### src/rtl/sysid_ext.sv
// System-identification Avalon-MM slave: ID/timestamp/user ROM words, scratch,
// and a prescaled 64-bit uptime counter with LO-triggered HI snapshot.
module sysid_ext #(
  parameter logic [31:0]  ID_VALUE        = 32'd1306474855,
  parameter logic [31:0]  TIMESTAMP_VALUE = 32'd1305651299,
  parameter int           ADDR_WIDTH      = 4,
  parameter int           NUM_USER_WORDS  = 2,
  parameter logic [255:0] USER_WORDS      = 256'h0,
  parameter int           PRESCALE        = 1
) (
  input  logic                  clk,
  input  logic                  reset,
  input  logic [ADDR_WIDTH-1:0] address,
  input  logic                  read,
  input  logic                  write,
  input  logic [31:0]           writedata,
  input  logic [3:0]            byteenable,
  output logic [31:0]           readdata,
  output logic                  readdatavalid,
  output logic [63:0]           uptime
);

  if ((ADDR_WIDTH < 3) || (NUM_USER_WORDS < 0) || (NUM_USER_WORDS > 8) ||
      ((6 + NUM_USER_WORDS) > (1 << ADDR_WIDTH)) ||
      (PRESCALE < 1) || (PRESCALE > 65535)) begin : g_bad_params
    $error("sysid_ext: illegal parameter combination");
  end

  localparam logic [ADDR_WIDTH-1:0] A_ID    = ADDR_WIDTH'(0);
  localparam logic [ADDR_WIDTH-1:0] A_TS    = ADDR_WIDTH'(1);
  localparam logic [ADDR_WIDTH-1:0] A_SCR   = ADDR_WIDTH'(2);
  localparam logic [ADDR_WIDTH-1:0] A_UPLO  = ADDR_WIDTH'(3);
  localparam logic [ADDR_WIDTH-1:0] A_UPHI  = ADDR_WIDTH'(4);
  localparam logic [ADDR_WIDTH-1:0] A_CTRL  = ADDR_WIDTH'(5);
  localparam logic [15:0]           PRESC_LAST = 16'(PRESCALE - 1);

  logic [31:0] r_scratch;
  logic        r_freeze;
  logic [15:0] r_presc;
  logic [63:0] r_uptime;
  logic [31:0] r_hi_shadow;
  logic [31:0] r_rdata;
  logic        r_rvalid;

  logic        w_wr_ctrl;
  logic        w_clr;
  logic        w_tick;
  logic [31:0] w_user;
  logic [31:0] w_rdata;

  assign w_wr_ctrl     = write && (address == A_CTRL);
  assign w_clr         = w_wr_ctrl && writedata[0];
  assign w_tick        = (r_presc == PRESC_LAST);
  assign readdata      = r_rdata;
  assign readdatavalid = r_rvalid;
  assign uptime        = r_uptime;

  // User word lookup; at most one slot matches, so OR-accumulation is a mux.
  always_comb begin
    w_user = 32'h0;
    for (int k = 0; k < 8; k++) begin
      w_user = w_user |
               (((k < NUM_USER_WORDS) && (32'(address) == 32'(6 + k))) ?
                USER_WORDS[32*k +: 32] : 32'h0);
    end
  end

  // Read-data decode from current (pre-write) register state.
  always_comb begin
    w_rdata = 32'h0;
    case (address)
      A_ID:    w_rdata = ID_VALUE;
      A_TS:    w_rdata = TIMESTAMP_VALUE;
      A_SCR:   w_rdata = r_scratch;
      A_UPLO:  w_rdata = r_uptime[31:0];
      A_UPHI:  w_rdata = r_hi_shadow;
      A_CTRL:  w_rdata = {30'h0, r_freeze, 1'b0};
      default: w_rdata = w_user;
    endcase
  end

  // Writable registers: byte-lane scratch and CTRL.FREEZE.
  always_ff @(posedge clk) begin
    if (reset) begin
      r_scratch <= 32'h0;
      r_freeze  <= 1'b0;
    end else begin
      if (write && (address == A_SCR)) begin
        for (int b = 0; b < 4; b++) begin
          if (byteenable[b]) r_scratch[8*b +: 8] <= writedata[8*b +: 8];
        end
      end
      if (w_wr_ctrl) r_freeze <= writedata[1];
    end
  end

  // Prescaler and uptime counter; CLR outranks any tick in the same cycle.
  always_ff @(posedge clk) begin
    if (reset || w_clr) begin
      r_presc  <= 16'h0;
      r_uptime <= 64'h0;
    end else if (!r_freeze) begin
      if (w_tick) begin
        r_presc  <= 16'h0;
        r_uptime <= r_uptime + 64'h1;
      end else begin
        r_presc  <= r_presc + 16'h1;
      end
    end
  end

  // Registered read path; a LO read snapshots the upper half for a later HI read.
  always_ff @(posedge clk) begin
    if (reset) begin
      r_rdata     <= 32'h0;
      r_rvalid    <= 1'b0;
      r_hi_shadow <= 32'h0;
    end else begin
      r_rvalid <= read;
      if (read) begin
        r_rdata <= w_rdata;
        if (address == A_UPLO) r_hi_shadow <= r_uptime[63:32];
      end
    end
  end

endmodule

### config.mk
export PLATFORM = sky130hd
export DESIGN_NAME = sysid_ext
export DESIGN_NICKNAME = d
export VERILOG_FILES = /design/src/rtl/sysid_ext.sv
export SDC_FILE = /design/constraint.sdc
export NUM_CORES = 1
export LEC_CHECK = 0
export CAP_MARGIN = 15
export CORE_MARGIN = 10
export CORE_UTILIZATION = 30
export CTS_BUF_LIST = sky130_fd_sc_hd__clkbuf_4
export DETAILED_ROUTE_END_ITERATION = 12
export SLEW_MARGIN = 40
export SYNTH_ARGS = -nofsm -noshare
export SYNTH_HDL_FRONTEND = slang
export SYNTH_SLANG_ARGS = --single-unit
### constraint.sdc
create_clock -name clk -period 3.14 [get_ports clk]
set_input_delay 0.785 -clock clk [delete_from_list [all_inputs] [get_ports clk]]
set_output_delay 0.785 -clock clk [all_outputs]
set_load 0.02 [all_outputs]
==> results.json, run 1 <==
{
  "die_area_sq_um": 34400,
  "finalMaxSlewViolations": 0,
  "cp_top_family": "buffers and inverters",
  "io_pins": 141,
  "fin_crit_ps": 2740,
  "ys_seq_area_share_pct": 43.4,
  "powerDensity_nw_per_um2": 366,
  "synth_area_leaders": "dfxtp_1 43%, a21oi_1 7.6%, nand2_1 6.9%",
  "cpPeakStageDelay_ps": 720,
  "drtIter0Drc": 692,
  "ys_types": 48,
  "clock_path_buffers": 2,
  "wl_microns": 28500,
  "skew_ps": 28.2,
  "reg2reg_from": "uptime[16]",
  "via_count": 8001,
  "antenna_found_initial": 1,
  "netlist_instances": 1023,
  "drc_errors": 0,
  "cts_hold_buf": 0,
  "maxSlewHeadroom_pct": 50.1,
  "instances_no_fill": 1506,
  "rsz0062_at_grt": "false",
  "h-tree-depth": 4,
  "maxCapViolations": 0,
  "p_leak_uw": 0.00348,
  "synth_nets": 1070,
  "start_util_pct": 30.4,
  "drtAntennaViolNets": 0,
  "first_pass_iters": 5,
  "wire_per_inst_microns": 18.9,
  "vias_per_cell": 5.31,
  "portBuffers": 140,
  "syn_area_sq_um": 8210,
  "coreArea_sq_um": 27000,
  "die_y_microns": 185,
  "setup_violations": 0,
  "hold_path_class": "reg2reg",
  "yosysTopAreaCellShare_pct": 43.4,
  "grt_pass1_vias": 7309,
  "holdCritStartpoint": "r_hi_shadow[17]",
  "yosys_most_used_dff": "dfxtp_1",
  "grt_max_degree": 99,
  "grt_use_total_pct": 16.4,
  "async_flop_share_pct": 0,
  "crit_path_end_kind": "primary output",
  "path_clk_slew_ps": 160,
  "post-route-period-util_pct": 87.2,
  "critPathLaunch": "uptime[23]",
  "fmax_ghz": 0.365,
  "setup_tns_ps": 0,
  "post_cts_resized": 0,
  "worstPathMaxFanout": 8,
  "yosys_warnings": 0,
  "nets": 1198,
  "arrival_ps": 1950,
  "cts-root-buf": "clkbuf_4",
  "synth_edf_count": 0,
  "cts_tree": "built",
  "tightest_slew_ps": 748,
  "cp_cell_sequence": "clkdlybuf4s50_1",
  "gp_congestion": 0.861,
  "ys_ff_latch": 178,
  "areaGrowthSynthToFinish_pct": 26.4,
  "cp.required_ps": 2350,
  "dp_cells": 1473,
  "std_cell_rows": 60,
  "hold_viol": 0,
  "synth_area_leader_cell": "dfxtp_1",
  "syn_area_per_cell_sq_um": 8.02,
  "numCtsBuffers": 17,
  "dp_hpwl_microns": 21000,
  "cts.sinks": 178,
  "start_kind": "flip-flop",
  "status": "completed",
  "cp_slowest_cell": "clkdlybuf4s50_1",
  "ir_worst_vdd_mv": 0.174,
  "drive_gt1_share_pct": 7.39,
  "grt_overflow": 0,
  "critPathKind": "reg2out",
  "cts_setup_buffers": 0,
  "grt_pass1_wl_microns": 44100,
  "path_buf_inv": 1,
  "num-fill-cells": 2742,
  "clk_latency_ps": 600,
  "fp.dieW_microns": 185
}
-- flip-flops by register name, indices dropped and copies added, names as in the netlist --
name,flops
r_hi_shadow,32
r_scratch,32
r_freeze,1
r_presc,16
readdatavalid,1
uptime,64
readdata,32
-- final timing paths --
check / cells past startpoint / slack (ps) / end
setup / recovery: 1 / 400 / uptime[23]
hold / removal: 2 / 460 / r_hi_shadow[17]
setup reg to reg: 5 / 530 / uptime[55]
hold reg to reg: 2 / 460 / r_hi_shadow[17]
-- cell families after synthesis --
logic type      synth area share, %
compound gates                 16.1
mux                            3.90
buf+inv                        3.74
xor+xnor                       4.06
fa+ha+maj                     0.458
simple gates                   28.3
flops                          43.4
-- cells in the final DEF (no fill, tap or decap), drive strengths merged, types with 10 or more instances in the layout --
cell           synthesis  routed
nand3                 28      28
nor4                  19      19
xnor2                 20      20
and2                  17      17
nand4                 32      32
nor2                 101     101
dfxtp                178     178
buf                   10      43
a21o                  13      13
clkdlybuf4s50          0     139
o21ai                 41      41
or4                   21      21
nor3                  10      10
and3                  13      13
o31ai                 20      20
nand2                150     150
a21oi                124     124
mux2i                 32      32
nand2b                21      21
xor2                  18      18
a22oi                 24      24
or3                   21      21
clkbuf                63      17
-- layout make-up --
cell class | count | area (sq um) | area share (%)
Clock inverter | 15 | 133 | 1.28
Sequential cell | 178 | 3560 | 34.4
Multi-Input combinational cell | 766 | 4360 | 42.0
Timing Repair Buffer | 182 | 1740 | 16.7
Inverter | 6 | 22.5 | 0.217
Antenna cell | 1 | 2.50 | 0.0241
Clock buffer | 17 | 128 | 1.23
Tap cell | 341 | 427 | 4.11
-- power by group --
| group | switching (uW) | internal [uW] | total (uW) |
|---|---|---|---|
| clock network | 848 | 399 | 1250 |
| logic | 151 | 115 | 266 |
| registers | 9.52 | 2270 | 2280 |
| total | 1010 | 2780 | 3790 |
-- through the flow --
step                      worst slack [ps]  hold WS [ps]  utilization [%]  cell area [sq um]  power, uW
after CTS                              372           466             38.5              10400       3820
after global placement                 277           439             37.5              10100       2590
after global routing                   300           481             38.5              10400       3940
after detailed placement               241           448             37.5              10100       2590
final                                  403           465             38.5              10400       3790
after floorplan                        745           431                -               8210       2460
-- layer usage --
metal / vias up / GRT usage, % / part of all wire (%)
met5: - / 0 / 0
met4: 0 / 4.26 / 1.3
met3: 25 / 4.08 / 7.8
met2: 283 / 24.3 / 43
met1: 3821 / 23.0 / 48
li1: 3872 / - / -
-- synth_stat cells (all sizes together), types with 2 or more instances --
library cell and instances:
nand4 32, or2 5, o31ai 20, ha 3
and3b 2, and2 17, nor4bb 2, and3 13
nor4b 4, a22oi 24, nand2 150, clkbuf 63
nor2b 5, and4 5, nor3 10, nand3b 2
xor2 18, a21o 13, nand4b 4, or4 21
nand2b 21, dfxtp 178, xnor2 20, nand3 28
mux2i 32, a21oi 124, nor2 101, inv 5
or3 21, o21ai 41, buf 10, nor4 19
-- worst min-delay path, cell delays in order (launching register included) --
cell,delay [ps]
dfxtp_1,330
nand2_1,50
a21oi_1,50
Note: power is estimated with default switching activity, not from simulation.
==> run 2, diff against run 1 <==
--- a/config.mk
+++ b/config.mk
@@ -7,9 +7,10 @@
 export LEC_CHECK = 0
 export CAP_MARGIN = 15
 export CORE_MARGIN = 10
-export CORE_UTILIZATION = 30
+export CORE_UTILIZATION = 35
 export CTS_BUF_LIST = sky130_fd_sc_hd__clkbuf_4
 export DETAILED_ROUTE_END_ITERATION = 12
+export SKIP_LAST_GASP = 1
 export SLEW_MARGIN = 40
 export SYNTH_ARGS = -nofsm -noshare
 export SYNTH_HDL_FRONTEND = slang
==> run 2 against run 1 <==
  * Critical path depth grew 4
  * Sequential share of layout area about the same
  * Wire length decreased by 0.91%
  * Total power increased by 4.7%
  * Via count fell by 1.2%
  * Utilization is 7.0 points higher
  * Count of clock-buffer cells in the layout increased by 2
  * First-iteration DRC count grew 19%
  * Non-clock buffer count shrank 3
  * Sequential cell count stayed put
  * Die area shrank 13%
  * Setup slack better by 18 ps
  * Critical path type is now reg2reg
==> results.json, run 2 (synthesis results as in run 1) <==
{
  "status": "completed",
  "drc_errors": 0,
  "p_leak_uw": 0.00348,
  "rrSetupSlack_ps": 420,
  "cpPeakStageDelay_ps": 640,
  "antenna_found_initial": 1,
  "clock_path_buffers": 2,
  "p_int_uw": 3020,
  "drtAntennaViolNets": 0,
  "grt_max_degree": 99,
  "die_area_sq_um": 30000,
  "h-tree-depth": 4,
  "arrival_ps": 3230,
  "tightest_slew_ps": 755,
  "first_pass_iters": 6,
  "cp_cell_sequence": "or4_4 > nor4_4 > nand3_2 > or4_1 > a21oi_1",
  "reg2reg_depth": 5,
  "post_cts_resized": 0,
  "maxSlewHeadroom_pct": 49.7,
  "cts_tree": "built",
  "hold_viol": 0,
  "start_kind": "flip-flop",
  "layout_common_cells": "178 x dfxtp_1, 150 x nand2_1, 139 x clkdlybuf4s50_1",
  "crit_path_end_kind": "flip-flop",
  "cts.sinks": 178,
  "fp.dieW_microns": 173,
  "drtIter0Drc": 825,
  "cp_slowest_cell": "or4_1",
  "critPathKind": "reg2reg",
  "worstPathMaxFanout": 23,
  "rsz0062_at_grt": "false",
  "layout_commonest_cell": "dfxtp_1",
  "reg2reg_from": "r_presc[10]",
  "cts_setup_buffers": 0,
  "start_util_pct": 35.9,
  "grt_use_total_pct": 18.4,
  "via_count": 7906,
  "combPwrFrac_pct": 6.6,
  "cp_top_family": "simple AND/OR/NAND/NOR gates",
  "min_to": "r_hi_shadow[16]",
  "grt_overflow": 0,
  "cts_hold_buf": 0,
  "design_area_sq_um": 10400,
  "p_switching_uw": 950,
  "p_clk_share_pct": 35.9,
  "hold_path_class": "reg2reg",
  "drive_gt1_share_pct": 7.07,
  "placed_cell_area_sq_um": 10100,
  "wire_per_inst_microns": 19.2,
  "portBuffers": 140,
  "fmax_ghz": 0.368,
  "clk_latency_ps": 570,
  "path_buf_inv": 0,
  "setup_tns_ps": 0,
  "path_clk_slew_ps": 150,
  "r2r_end": "uptime[59]",
  "cp.required_ps": 3650,
  "hold_path_depth": 2,
  "areaGrowthSynthToFinish_pct": 26.5,
  "num-fill-cells": 2332,
  "p_sw_share_pct": 23.9,
  "maxCapViolations": 0,
  "grt_pass1_vias": 7494,
  "holdCritStartpoint": "r_hi_shadow[16]",
  "numCtsBuffers": 17,
  "gp_congestion": 0.880,
  "finalMaxSlewViolations": 0,
  "std_cell_rows": 55,
  "fin_crit_ps": 2720,
  "die_y_microns": 173,
  "powerDensity_nw_per_um2": 382,
  "ir_worst_vdd_mv": 0.298,
  "dp_hpwl_microns": 20700,
  "largest_register_ffs": 64,
  "power_frac_seq_pct": 57.5,
  "skew_ps": 20.0,
  "vias_per_cell": 5.36,
  "cts-root-buf": "clkbuf_4",
  "grt_pass1_wl_microns": 44400,
  "nets": 1195,
  "post-route-period-util_pct": 86.6,
  "io_pins": 141,
  "coreArea_sq_um": 22800,
  "setup_violations": 0,
  "wl_microns": 28200
}
run 2: cell types whose count changed in the layout (fill, tap and decap cells not counted), sizes merged:
cell / before / now
buf: 43 / 40
inv: 9 / 5
clkinv: 9 / 7
clkbuf: 17 / 19
bufinv: 1 / 4
run 2: stage by stage:
step	std cells	power, uW	hold slack [ps]	utilization, %	worst slack [ps]
final	1474	3970	464	45.4	421
after global routing	1474	4120	482	45.4	110
after CTS	1473	4000	466	45.4	433
after detailed placement	1442	2590	448	44.1	307
after global placement	1442	2590	446	44.0	326
after floorplan	1023	2460	431	-	745
run 2: cell type report:
class | count | area (sq um) | area share, %
multi-input cells | 766 | 4370 | 42.0
flip-flops and latches | 178 | 3560 | 34.3
repair buffers | 179 | 1730 | 16.7
well taps | 313 | 392 | 3.77
clock inverters | 12 | 165 | 1.59
clock buffers | 19 | 143 | 1.37
inverters | 6 | 22.5 | 0.217
diodes | 1 | 2.50 | 0.0241
run 2: tightest hold or removal path: stages, from the launching register on:
cell     delay, ps
dfxtp_1        330
nand2_1         50
a21oi_1         50
run 2: routing by layer:
layer | global-route usage [%] | routed length, microns | share of wire [%] | vias to the layer above
li1 | - | - | - | 3868
met1 | 26.1 | 13700 | 48 | 3773
met2 | 27.4 | 12300 | 44 | 252
met3 | 4.47 | 1970 | 7.0 | 13
met4 | 4.13 | 270 | 0.96 | 0
met5 | 0 | 0 | 0 | -
run 2: worst max-delay path by stage:
stage | startpoint | to | slack (ps) | cells past startpoint
global route | uptime[0] | uptime[48] | 110 | 7
detailed placement | address[0] | readdata[9] | 310 | 8
floorplan | uptime[0] | uptime[60] | 750 | 8
global placement | address[0] | readdata[25] | 330 | 8
finish | r_presc[10] | uptime[59] | 420 | 5
CTS | uptime[20] | uptime[20] | 430 | 1
run 2: power by group through the flow:
stage          sequential, uW  combinational, uW  clock, uW
2_1_floorplan            2340                119          0
3_3_place_gp             2330                261          0
3_5_place_dp             2330                261          0
4_1_cts                  2280                263       1460
5_1_grt                  2290                282       1550
6_report                 2280                263       1420
==> run 3, diff against run 2 <==
--- a/config.mk
+++ b/config.mk
@@ -6,10 +6,13 @@
 export NUM_CORES = 1
 export LEC_CHECK = 0
 export CAP_MARGIN = 15
+export CELL_PAD_IN_SITES_DETAIL_PLACEMENT = 0
+export CELL_PAD_IN_SITES_GLOBAL_PLACEMENT = 1
 export CORE_MARGIN = 10
 export CORE_UTILIZATION = 35
 export CTS_BUF_LIST = sky130_fd_sc_hd__clkbuf_4
 export DETAILED_ROUTE_END_ITERATION = 12
+export PLACE_DENSITY_LB_ADDON = 0.1
 export SKIP_LAST_GASP = 1
 export SLEW_MARGIN = 40
 export SYNTH_ARGS = -nofsm -noshare
==> run 3 against run 2 <==
  * Global-route usage increased by 0.38 points
  * Count of clock-buffer cells in the layout unchanged
  * Die area unchanged
  * Total power decreased by 1.6%
  * Cell area decreased by 0.11%
  * Sequential power about the same
  * Register-to-register slack improved by 60 ps
  * Highest routed layer unchanged
  * Sequential cell count unchanged
  * Sequential share of layout area about the same
==> results.json, run 3 (synthesis results as in run 1) <==
{
  "status": "completed",
  "grt_max_degree": 99,
  "finalMaxSlewViolations": 0,
  "worstPathMaxFanout": 6,
  "start_util_pct": 35.9,
  "crit_path_end_kind": "primary output",
  "drc_errors": 0,
  "die_y_microns": 173,
  "dp_hpwl_microns": 20600,
  "layout_common_cells": "178 x dfxtp_1, 150 x nand2_1, 139 x clkdlybuf4s50_1",
  "hold_viol": 0,
  "hold_path_class": "reg2reg",
  "nets": 1195,
  "drtIter0Drc": 582,
  "cts_setup_buffers": 0,
  "pre_cts_slack_ps": 295,
  "drtAntennaViolNets": 0,
  "largest_register_ffs": 64,
  "grt_use_total_pct": 18.8,
  "path_clk_slew_ps": 140,
  "post_cts_resized": 0,
  "vias_per_cell": 5.26,
  "drive_gt1_share_pct": 7.32,
  "grt_pass1_vias": 7426,
  "p_leak_uw": 0.00348,
  "setup_tns_ps": 0,
  "start_kind": "flip-flop",
  "rsz0062_at_grt": "false",
  "maxCapViolations": 0,
  "skew_ps": 26.0,
  "cts.sinks": 178,
  "maxSlewHeadroom_pct": 45.6,
  "tightest_slew_ps": 816,
  "gp_congestion": 0.782,
  "fp.dieW_microns": 173,
  "numCtsBuffers": 17,
  "post-route-period-util_pct": 87.3,
  "critPathKind": "reg2out",
  "finalWorstSetupSlack_ps": 399,
  "grt_overflow": 0,
  "io_pins": 141,
  "grt_pass1_wl_microns": 45400,
  "first_pass_iters": 5,
  "coreArea_sq_um": 22800,
  "rrSetupSlack_ps": 480,
  "fmax_ghz": 0.365,
  "layout_commonest_cell": "dfxtp_1",
  "areaGrowthSynthToFinish_pct": 26.4,
  "cts-root-buf": "clkbuf_4",
  "clk_latency_ps": 590,
  "h-tree-depth": 4,
  "via_count": 7757,
  "arrival_ps": 1960,
  "setup_violations": 0,
  "ir_worst_vdd_mv": 0.217,
  "cp.required_ps": 2350,
  "wire_per_inst_microns": 19.4,
  "portBuffers": 140,
  "wl_microns": 28700,
  "powerDensity_nw_per_um2": 377,
  "std_cell_rows": 55,
  "die_area_sq_um": 30000,
  "cts_hold_buf": 0,
  "cts_tree": "built",
  "fin_crit_ps": 2740,
  "clock_path_buffers": 2,
  "antenna_found_initial": 1
}
-- run 3: changes by cell type in the layout (fill, tap and decap cells not counted), moves of 2 or more --
cell / previous run / this run
bufinv_16: 4 / 2
clkinv_1: 4 / 1
clkinv_4: 1 / 3
inv_6: 0 / 3
-- run 3: worst paths after layout --
check,cells past startpoint,end,start
hold reg to reg,2,r_hi_shadow[2],r_hi_shadow[2]
setup / recovery,2,uptime[24],uptime[24]
setup reg to reg,5,uptime[43],uptime[26]
hold / removal,2,r_hi_shadow[2],r_hi_shadow[2]
-- run 3: power by group --
group          switching (uW)  internal, uW  leakage (uW)
combinational             150           115       0.00189
clock                     854           504      0.000152
sequential               12.6          2270       0.00143
total                    1020          2890       0.00348
-- run 3: final cells by class --
type	instances	area (sq um)
diodes	1	2.50
clock buffers	19	143
clock inverters	13	151
fillers	2348	12500
inverters	6	22.5
multi-input cells	766	4360
flip-flops and latches	178	3560
well taps	313	392
repair buffers	179	1740
-- run 3: worst max-delay path, stage by stage, from the launching register on --
cell	delay [ps]
dfxtp_1	550
buf_4	210
clkdlybuf4s50_1	620
-- run 3: through the flow --
step / total power [uW] / cells / hold WS [ps] / cell area (sq um) / util (%)
6_report: 3910 / 1475 / 461 / 10400 / 45.4
3_3_place_gp: 2600 / 1442 / 441 / 10100 / 44.1
2_1_floorplan: 2460 / 1023 / 431 / 8210 / -
3_5_place_dp: 2600 / 1442 / 444 / 10100 / 44.1
4_1_cts: 3960 / 1474 / 462 / 10400 / 45.4
5_1_grt: 4070 / 1475 / 482 / 10400 / 45.4
-- run 3: routing by layer --
metal / vias up / GRT usage [%] / wire length [microns]
li1: 3872 / - / -
met1: 3671 / 26.9 / 14600
met2: 197 / 27.5 / 12300
met3: 17 / 4.75 / 1510
met4: 0 / 4.24 / 335
met5: - / 0 / 0
